[src/rtl/stream_demultiplexer_if.sv]
// rtl/stream_demultiplexer_if.sv - valid/ready bundle between a shared producer, the demultiplexer and its lane consumers
interface stream_demultiplexer_if #(
    parameter int DATA_WIDTH  = 8,
    parameter int NUM_OUTPUTS = 4,
    parameter int SEL_WIDTH   = 2
);
    logic [DATA_WIDTH-1:0]             data_in;
    logic [SEL_WIDTH-1:0]              select_in;
    logic                              valid_in;
    logic                              ready_out;
    logic [NUM_OUTPUTS*DATA_WIDTH-1:0] data_out;
    logic [NUM_OUTPUTS-1:0]            valid_out;
    logic [NUM_OUTPUTS-1:0]            ready_in;
    logic                              error_out;

    // master: the environment (producer plus lane consumers); slave: the demultiplexer
    modport master (
        output data_in, select_in, valid_in, ready_in,
        input  ready_out, data_out, valid_out, error_out
    );

    modport slave (
        input  data_in, select_in, valid_in, ready_in,
        output ready_out, data_out, valid_out, error_out
    );
endinterface

[src/rtl/stream_demultiplexer.sv]
// rtl/stream_demultiplexer.sv - one-entry buffered 1-to-N stream demultiplexer; DEMUX_DROP_COUNT_EN adds drop_count
module stream_demultiplexer #(
    parameter int DATA_WIDTH  = 8,
    parameter int NUM_OUTPUTS = 4,
    parameter int SEL_WIDTH   = 2
) (
    input  logic                 clock,
    input  logic                 reset,
    stream_demultiplexer_if.slave bus
`ifdef DEMUX_DROP_COUNT_EN
    ,
    output logic [15:0]          drop_count
`endif
);
    typedef enum logic {
        EMPTY = 1'b0,
        FULL  = 1'b1
    } state_t;

    localparam logic [SEL_WIDTH:0] LANE_LIMIT = (SEL_WIDTH + 1)'(NUM_OUTPUTS);

    state_t                state_q;
    logic [DATA_WIDTH-1:0] data_q;
    logic [SEL_WIDTH-1:0]  sel_q;
    logic                  error_q;

    logic in_range;
    logic in_xfer;
    logic lane_ready;
    logic lane_xfer;
    logic load;

    assign in_range   = ({1'b0, bus.select_in} < LANE_LIMIT);
    assign lane_ready = bus.ready_in[sel_q];

    // Ready follows the held lane's consumer so a draining beat can be replaced in the same cycle.
    assign bus.ready_out = ~reset & ((state_q == EMPTY) | lane_ready);
    assign in_xfer       = bus.valid_in & bus.ready_out;
    assign lane_xfer     = (state_q == FULL) & lane_ready;
    assign load          = in_xfer & in_range;

    always_ff @(posedge clock) begin
        if (reset) begin
            state_q <= EMPTY;
            data_q  <= '0;
            sel_q   <= '0;
            error_q <= 1'b0;
        end else begin
            error_q <= in_xfer & ~in_range;
            case (state_q)
                EMPTY: begin
                    if (load) begin
                        data_q  <= bus.data_in;
                        sel_q   <= bus.select_in;
                        state_q <= FULL;
                    end
                end
                FULL: begin
                    if (lane_xfer) begin
                        if (load) begin
                            data_q <= bus.data_in;
                            sel_q  <= bus.select_in;
                        end else begin
                            state_q <= EMPTY;
                        end
                    end
                end
                default: state_q <= EMPTY;
            endcase
        end
    end

    always_comb begin
        bus.valid_out = '0;
        bus.data_out  = '0;
        if (!reset && state_q == FULL) begin
            for (int k = 0; k < NUM_OUTPUTS; k++) begin
                if (sel_q == SEL_WIDTH'(k)) begin
                    bus.valid_out[k]                        = 1'b1;
                    bus.data_out[k*DATA_WIDTH +: DATA_WIDTH] = data_q;
                end
            end
        end
    end

    assign bus.error_out = error_q & ~reset;

`ifdef DEMUX_DROP_COUNT_EN
    logic [15:0] drop_q;
    logic [15:0] drop_d;

    always_comb begin
        drop_d = drop_q;
        if (in_xfer && !in_range && drop_q != 16'hFFFF) begin
            drop_d = drop_q + 16'd1;
        end
    end

    always_ff @(posedge clock) begin
        if (reset) begin
            drop_q <= '0;
        end else begin
            drop_q <= drop_d;
        end
    end

    assign drop_count = drop_q;
`endif
endmodule

[src/flat_wrapper.sv]
// flat-port wrapper written by rule: the top's interface ports become plain ports
module stream_demultiplexer_flat 
#(
    parameter int DATA_WIDTH  = 8,
    parameter int NUM_OUTPUTS = 4,
    parameter int SEL_WIDTH   = 2
)
  (clock, reset, bus_data_in, bus_select_in, bus_valid_in, bus_ready_in, bus_ready_out, bus_data_out, bus_valid_out, bus_error_out);
  stream_demultiplexer_if #(.DATA_WIDTH(DATA_WIDTH), .NUM_OUTPUTS(NUM_OUTPUTS), .SEL_WIDTH(SEL_WIDTH)) bus_i ();
  input  logic clock;
  input  logic reset;
  input wire logic [$bits(bus_i.data_in)-1:0] bus_data_in;
  input wire logic [$bits(bus_i.select_in)-1:0] bus_select_in;
  input wire logic [$bits(bus_i.valid_in)-1:0] bus_valid_in;
  input wire logic [$bits(bus_i.ready_in)-1:0] bus_ready_in;
  output wire logic [$bits(bus_i.ready_out)-1:0] bus_ready_out;
  output wire logic [$bits(bus_i.data_out)-1:0] bus_data_out;
  output wire logic [$bits(bus_i.valid_out)-1:0] bus_valid_out;
  output wire logic [$bits(bus_i.error_out)-1:0] bus_error_out;
  assign bus_i.data_in = bus_data_in;
  assign bus_i.select_in = bus_select_in;
  assign bus_i.valid_in = bus_valid_in;
  assign bus_i.ready_in = bus_ready_in;
  assign bus_ready_out = bus_i.ready_out;
  assign bus_data_out = bus_i.data_out;
  assign bus_valid_out = bus_i.valid_out;
  assign bus_error_out = bus_i.error_out;
  stream_demultiplexer #(.DATA_WIDTH(DATA_WIDTH), .NUM_OUTPUTS(NUM_OUTPUTS), .SEL_WIDTH(SEL_WIDTH)) u_core (.clock(clock), .reset(reset), .bus(bus_i));
endmodule
[config.mk]
export PLATFORM = sky130hd
export DESIGN_NAME = stream_demultiplexer_flat
export DESIGN_NICKNAME = d
export VERILOG_FILES = /design/src/rtl/stream_demultiplexer_if.sv /design/src/rtl/stream_demultiplexer.sv /design/src/flat_wrapper.sv
export SDC_FILE = /design/constraint.sdc
export NUM_CORES = 1
export LEC_CHECK = 0
export CAP_MARGIN = 5
export CORE_UTILIZATION = 25
export DETAILED_ROUTE_END_ITERATION = 8
export SLEW_MARGIN = 20
export SYNTH_ARGS = -nofsm -noshare
export SYNTH_HDL_FRONTEND = slang
export SYNTH_SLANG_ARGS = --single-unit
[constraint.sdc]
create_clock -name clock -period 1.26 [get_ports clock]
set_input_delay 0.315 -clock clock [delete_from_list [all_inputs] [get_ports clock]]
set_output_delay 0.315 -clock clock [all_outputs]
set_load 0.01 [all_outputs]
# [Word-level counts from Yosys, hierarchy flattened]
# Cells that the tools add are included.
[totals] reg_bits=11 out_inout_bits=38
[op_classes] n_lt_le_gt_ge=1 n_eq_ne=4 muxes=21 bitwise=6 reduce_logical=3
[op_table] op="$mux W8" count=6
[op_table] op="$mux W32" count=1
[op_table] op="$pmux W8 S2" count=1
[op_table] op="$mux W1" count=7
[op_table] op="$eq A2 B2 Y1 const B" count=2
[op_table] op="$mux W2" count=2
[op_table] op="$mux W4" count=1
[op_table] op="$pmux W2 S2" count=1
[op_table] op="$and A1 B1 Y1" count=3
[op_table] op="$lt A2 B3 Y1 const B" count=1
[op_table] op="$bmux W1 S2" count=1
[op_table] op="$eq A2 B1 Y1 const B" count=1
[op_table] op="$logic_not A2 Y1" count=1
[op_table] op="$ne A2 B2 Y1 const B" count=1
[op_table] op="$not A1 Y1" count=2
[op_table] op="$pmux W1 S2" count=1
[op_table] op="$logic_and A1 B1 Y1" count=1
[op_table] op="$logic_not A1 Y1" count=1
[op_table] op="$or A1 B1 Y1" count=1

# [Logic depth before layout (Yosys ltp)]
# Gate-level depths: netlist of run 1.
[depth] word_depth=8 ltp_mapped=5

# [Least setup slack after synthesis of run 1]
# No wires, ideal clock.
[synth_path] path_type="register -> output" start="register u_core.sel_q[0]" end="output bus_data_out[16]" arrival_time_ns=1.142 required_ns=0.945 setup_slack_ns=-0.197 stages_incl_launch_ff=5 path_cell_list="dfxtp_1 buf_4 and4bb_2 clkbuf_1 and2_1"
[synth_via] elab_chain_len=3
[synth_rtl] element="start: declaration" line="stream_demultiplexer.sv:24" rtl="logic [SEL_WIDTH-1:0] sel_q;"
[synth_rtl] element="start signal: assignment" line="stream_demultiplexer.sv:54" rtl="sel_q <= bus.select_in;"
[synth_rtl] element="start signal: assignment" line="stream_demultiplexer.sv:62" rtl="sel_q <= bus.select_in;"
[synth_rtl] element="$eq A2 B2 Y1" line="stream_demultiplexer.sv:78" rtl="if (sel_q == SEL_WIDTH'(k)) begin"
[synth_rtl] element="$mux W8" line="stream_demultiplexer.sv:78"
[synth_rtl] element="$mux W32" line="stream_demultiplexer.sv:76" rtl="if (!reset && state_q == FULL) begin"
[synth_rtl] element="end: declaration" line="flat_wrapper.sv:17" rtl="output wire logic [$bits(bus_i.data_out)-1:0] bus_data_out;"
# No other way between the ends.

# [Worst setup path in the final report of run 1]
[layout_path] start="register u_core.state_q" end="output bus_data_out[13]"
[layout_via] elab_chain_len=2
[layout_rtl] element="start: declaration" line="stream_demultiplexer.sv:22" rtl="state_t state_q;"
[layout_rtl] element="start signal: assignment" line="stream_demultiplexer.sv:44" rtl="state_q <= EMPTY;"
[layout_rtl] element="start signal: assignment" line="stream_demultiplexer.sv:55" rtl="state_q <= FULL;"
[layout_rtl] element="start signal: assignment" line="stream_demultiplexer.sv:64" rtl="state_q <= EMPTY;"
[layout_rtl] element="$logic_and A1 B1 Y1" line="stream_demultiplexer.sv:76"
[layout_rtl] element="$mux W32" line="stream_demultiplexer.sv:76"
# No other way between the ends.

==> results of run 1 <==
sequential cells by signal (all words and copies together) (netlist names):
register        flops
u_core.data_q       8
u_core.sel_q        2
u_core.state_q      1
repair_timing:
| item | CTS | global route |
|---|---|---|
| gates cloned | 3 | 0 |
| resized for setup | 209 | 28 |
| pin swaps | 8 | 4 |
| setup endpoints to repair | 48 | 48 |
| buffers inserted | 17 | 5 |
cells in the mapped netlist (all sizes together), types with 3 or more instances:
cell type  number  share of area [%]
and2           33                 25
nand2b         19                 14
mux2i          12                 15
dfxtp          11                 27
clkbuf          5                2.3
a221oi          3                3.9
buf             3                3.2
through the flow:
stage / hold slack (ps) / TNS, ps / setup WS [ps] / std cells / instance area [um2]
floorplan: 441 / -1300 / -69.1 / 95 / 893
detailed placement: 508 / -44740 / -1150 / 204 / 1570
global route: 502 / -22580 / -647 / 231 / 1970
CTS: 465 / -19620 / -570 / 228 / 1840
global placement: 509 / -43230 / -1090 / 204 / 1570
finish: 472 / -19910 / -580 / 231 / 1970
critical path, stage by stage, from the launching register on:
cell,delay [ps]
dfxtp_4,370
nor4bb_4,310
buf_4,180
buf_6,100
buf_6,80
and2_4,130
buf_6,100
cells by family (layout without fill, tap and decap cells):
family / Yosys count / count (layout)
muxes: 12 / 12
other: 1 / 1
and+or+nand+nor: 59 / 60
buffers and inverters: 9 / 100
DFF: 11 / 11
AOI/OAI and AO/OA: 3 / 3
layout make-up:
| cell class | instances | area, um2 | area share (%) |
|---|---|---|---|
| clock buffers | 4 | 26.3 | 1.34 |
| inverters | 1 | 3.75 | 0.191 |
| multi-input cells | 76 | 696 | 35.4 |
| flip-flops and latches | 11 | 231 | 11.8 |
| well taps | 44 | 55.1 | 2.80 |
| repair buffers | 95 | 953 | 48.5 |
per-layer routing:
metal	global-route usage, %	up-vias	wire [um]
met5	0	-	0
met4	7.14	0	39
met3	1.75	4	99
met2	32.4	30	1660
met1	20.9	467	1240
li1	-	493	-
path summary, 6_finish.rpt:
kind / depth (start not counted) / endpoint / startpoint / slack, ps
max: 6 / bus_data_out[13] / u_core.state_q$_SDFF_PP0_ / -580
min: 3 / u_core.sel_q[1]$_SDFFE_PP0P_ / reset / 470
min reg2reg: 2 / u_core.sel_q[1]$_SDFFE_PP0P_ / u_core.sel_q[1]$_SDFFE_PP0P_ / 550
max reg2reg: 7 / u_core.data_q[7]$_SDFFE_PP0P_ / u_core.sel_q[0]$_SDFFE_PP0P_ / -410
where the power goes:
| part | total [mW] | leakage [nW] | switching (mW) | internal, mW |
|---|---|---|---|---|
| combinational | 0.332 | 0.817 | 0.113 | 0.219 |
| sequential | 0.417 | 0.0927 | 0.0446 | 0.373 |
| clock | 0.230 | 0.0150 | 0.108 | 0.122 |
==> results.toml, run 1 <==
[timing]
finalCritPeriodShare_pct = 146
worst_slack_ps = -580
rsz0062_at_grt = "true"
slew_violations = 0
setup_viol = 48
fin_crit_ps = 1840
fin_skew_ps = 0.487
fmax_ghz = 0.544
finalHoldViolations = 0

[yosys]
synth_seq_cells = 11
synthesis.area_um2 = 825
synth_top_family_by_area = "simple AND/OR/NAND/NOR gates"
ys.warnings.count = 0
synthArstFlopShare_pct = 0
synthFlopType = "dfxtp_1"
syn_area_per_cell_um2 = 8.68
synthSimpleGateAreaFrac_pct = 48.4
synthMuxAreaShare_pct = 14.6
synth_xor_area_share_pct = 0
seq_area_frac_synth_pct = 26.7
syn-num-nets = 112
synth_compound_area_share_pct = 3.95
synth-adder-area-share_pct = 0
synth_edf_count = 0
netlist_instances = 95
synth.distinct_cells = 18

[clocking]
cts-htree-levels = 1
holdBufCountCts = 0
cts.path.max_buffers = 2
numCtsBuffers = 3
clk_latency_ps = 260
cts.sinks = 11
cts_tree = "yes"
clkTransAtPathRegs_ps = 60
cts.root.buffer_cell = "clkbuf_4"

[finish]
post_route_cells_drive_above_1_share_pct = 65.8
final_cell_mix = "buf_6, and2_4, buf_4"
fillCellCount = 278
final_common_cell = "buf_6"
nets = 205
postLayoutCoreUtil_pct = 63.3
area_growth_pct = 138
diodes = 0

[hold_path]
hold_class = "input pin to flip-flop"

[power]
vdd_ir_drop_max_uv = 620
power_density_nw_per_um2 = 498
p_total_uw = 979
leakagePower_nw = 0.925

[grt]
grt_pass1_vias = 955
grt_pass1_wl_mm = 4.58
grt_max_degree = 22
overflow = 0
track_usage_pct = 17.8
grt_antenna_before_repair = 0

[worst_setup_path]
cp_max_fo = 5
worst-setup-path-type = "flip-flop to output port"
required_ps = 940
end_kind = "output port"
start_kind = "flip-flop"
worstPathArrival_ps = 1520

[route]
first_pass_iters = 4
ant_nets = 0
wl_mm = 3.03
viasPerCell = 4.30
wl_per_cell_um = 13.1
drt_iter0_markers = 17
vias = 994
drcViolationCount = 0

[placed_design]
routabilityCongestion = 0.696
hpwl_mm = 1.99
io_buffers = 53

[floorplan]
die_h_um = 59.4
core_um2 = 3100
fp.dieW_um = 59.4
initial_core_util_pct = 26.6
pin_count = 55
fp-row-count = 20
die_area_um2 = 3530

[status]
violations = "setup timing"
status = "complete, but fails checks"

[job]
maxCapViolations = 0
(Power assumes the default switching activity.)
==> run 2: changes to the inputs <==
CTS_BUF_LIST = sky130_fd_sc_hd__clkbuf_8   (was not set)
==> results.toml, run 2 (synthesis gave the netlist of run 1 again) <==
[worst_setup_path]
crit_slowest_cell = "dfxtp_4"
start_kind = "flip-flop"
end_kind = "output port"
cp_max_fo = 5
cp_top_family = "buffers and inverters"
worst-setup-path-type = "flip-flop to output port"
path_cells = "nor4bb_4, buf_4, buf_6, buf_6, and2_4, buf_6"
worstPathArrival_ps = 1480
cp_num_cells = 6
required_ps = 940
max_stage_delay_ps = 360
ff2ff_setup_slack_ps = -420
worst-path-buf-inv = 4
cp_common_cell = "buf_6"
r2r.worst_path.cells = 7

[floorplan]
pin_count = 55
die_h_um = 59.4
core_um2 = 3100
fp.dieW_um = 59.4
die_area_um2 = 3530
initial_core_util_pct = 26.6
fp-row-count = 20

[finish]
largest_register_ff_count = 8
nets = 205
final_common_cell = "buf_6"
post_route_cells_drive_above_1_share_pct = 65.8
largest-register = "u_core.data_q"
diodes = 0
multi_input_area_um2 = 696
fillCellCount = 272
final_cell_mix = "buf_6, and2_4, buf_4"
reg_top3 = "u_core.data_q: 8 flops, u_core.sel_q: 2 flops, u_core.state_q: 1 flops"
fin_cells = 231
area_growth_pct = 141
seq_area_um2 = 231

[placed_design]
hpwl_mm = 1.99
routabilityCongestion = 0.696
io_buffers = 53
post-place-cells = 204

[timing]
finalHoldViolations = 0
fmax_ghz = 0.558
fin_crit_ps = 1790
fin_skew_ps = 0.807
worst_slack_ps = -532
rsz0062_at_grt = "true"
slew_violations = 0
finalCritPeriodShare_pct = 142
setup_viol = 48

[status]
violations = "setup timing"
status = "complete, but fails checks"

[clocking]
cts.path.max_buffers = 2
cts-htree-levels = 1
clk_latency_ps = 230
cts.root.buffer_cell = "clkbuf_8"
clkTransAtPathRegs_ps = 50
cts.sinks = 11
cts_tree = "yes"
numCtsBuffers = 3

[route]
ant_nets = 0
vias = 993
wl_mm = 2.99
drt_iter0_markers = 17
wl_per_cell_um = 12.9
first_pass_iters = 4
viasPerCell = 4.30
drcViolationCount = 0

[power]
power_density_nw_per_um2 = 543
vdd_ir_drop_max_uv = 579
leakagePower_nw = 0.937
p_total_mw = 1.08

[hold_path]
holdPathStages = 3
hold_class = "input pin to flip-flop"

[grt]
grt_max_degree = 22
overflow = 0
grt_pass1_wl_mm = 4.55
grt_antenna_before_repair = 0
track_usage_pct = 17.6
grt_pass1_vias = 946

[job]
maxCapViolations = 0
-- run 2: worst min-delay path, delay by kind of cell --
family                 cells  cell delay [ps]
and+or+nand+nor            1              130
muxes                      1               60
buffers and inverters      1              190
-- run 2: final timing paths --
kind | start | endpoint
max reg2reg | u_core.sel_q[0]$_SDFFE_PP0P_ | u_core.data_q[7]$_SDFFE_PP0P_
min | reset | u_core.sel_q[1]$_SDFFE_PP0P_
min reg2reg | u_core.sel_q[1]$_SDFFE_PP0P_ | u_core.sel_q[1]$_SDFFE_PP0P_
max | u_core.state_q$_SDFF_PP0_ | bus_data_out[13]
-- run 2: timing repair --
action / 4_1_cts / 5_1_grt
setup endpoints to repair: 48 / 48
pin swaps: 8 / 4
gates resized for setup: 209 / 28
gates cloned: 3 / 0
hold buffers: 0 / 0
setup buffers: 17 / 5
-- run 2: where the power goes --
part / switching [mW] / internal (mW)
sequential: 0.0450 / 0.374
clock: 0.113 / 0.212
combinational: 0.114 / 0.219
-- run 2: layout make-up --
class | count | share of cell area (%)
inverters | 1 | 0.189
clock buffers | 3 | 2.08
repair buffers | 95 | 48.0
flip-flops and latches | 11 | 11.7
clock inverters | 1 | 0.189
well taps | 44 | 2.77
multi-input cells | 76 | 35.1
-- run 2: stage by stage --
step | TNS, ps | area, um2 | hold WS, ps | util [%] | setup slack (ps)
after CTS | -17940 | 1860 | 507 | 60.0 | -525
after global placement | -43230 | 1570 | 509 | 50.4 | -1090
after global routing | -21120 | 1980 | 540 | 64.0 | -611
after detailed placement | -44740 | 1570 | 508 | 50.4 | -1150
final | -18510 | 1980 | 504 | 64.0 | -532
after floorplan | -1300 | 893 | 441 | - | -69.1
-- run 2: layer usage --
metal / wire, um / global-route usage, % / vias up / part of all wire (%)
met5: 0 / 0 / - / 0
met4: 27 / 5.10 / 0 / 0.90
met3: 90 / 2.40 / 2 / 3.0
met2: 1650 / 32.1 / 28 / 55
met1: 1220 / 21.1 / 469 / 41
li1: - / - / 494 / -
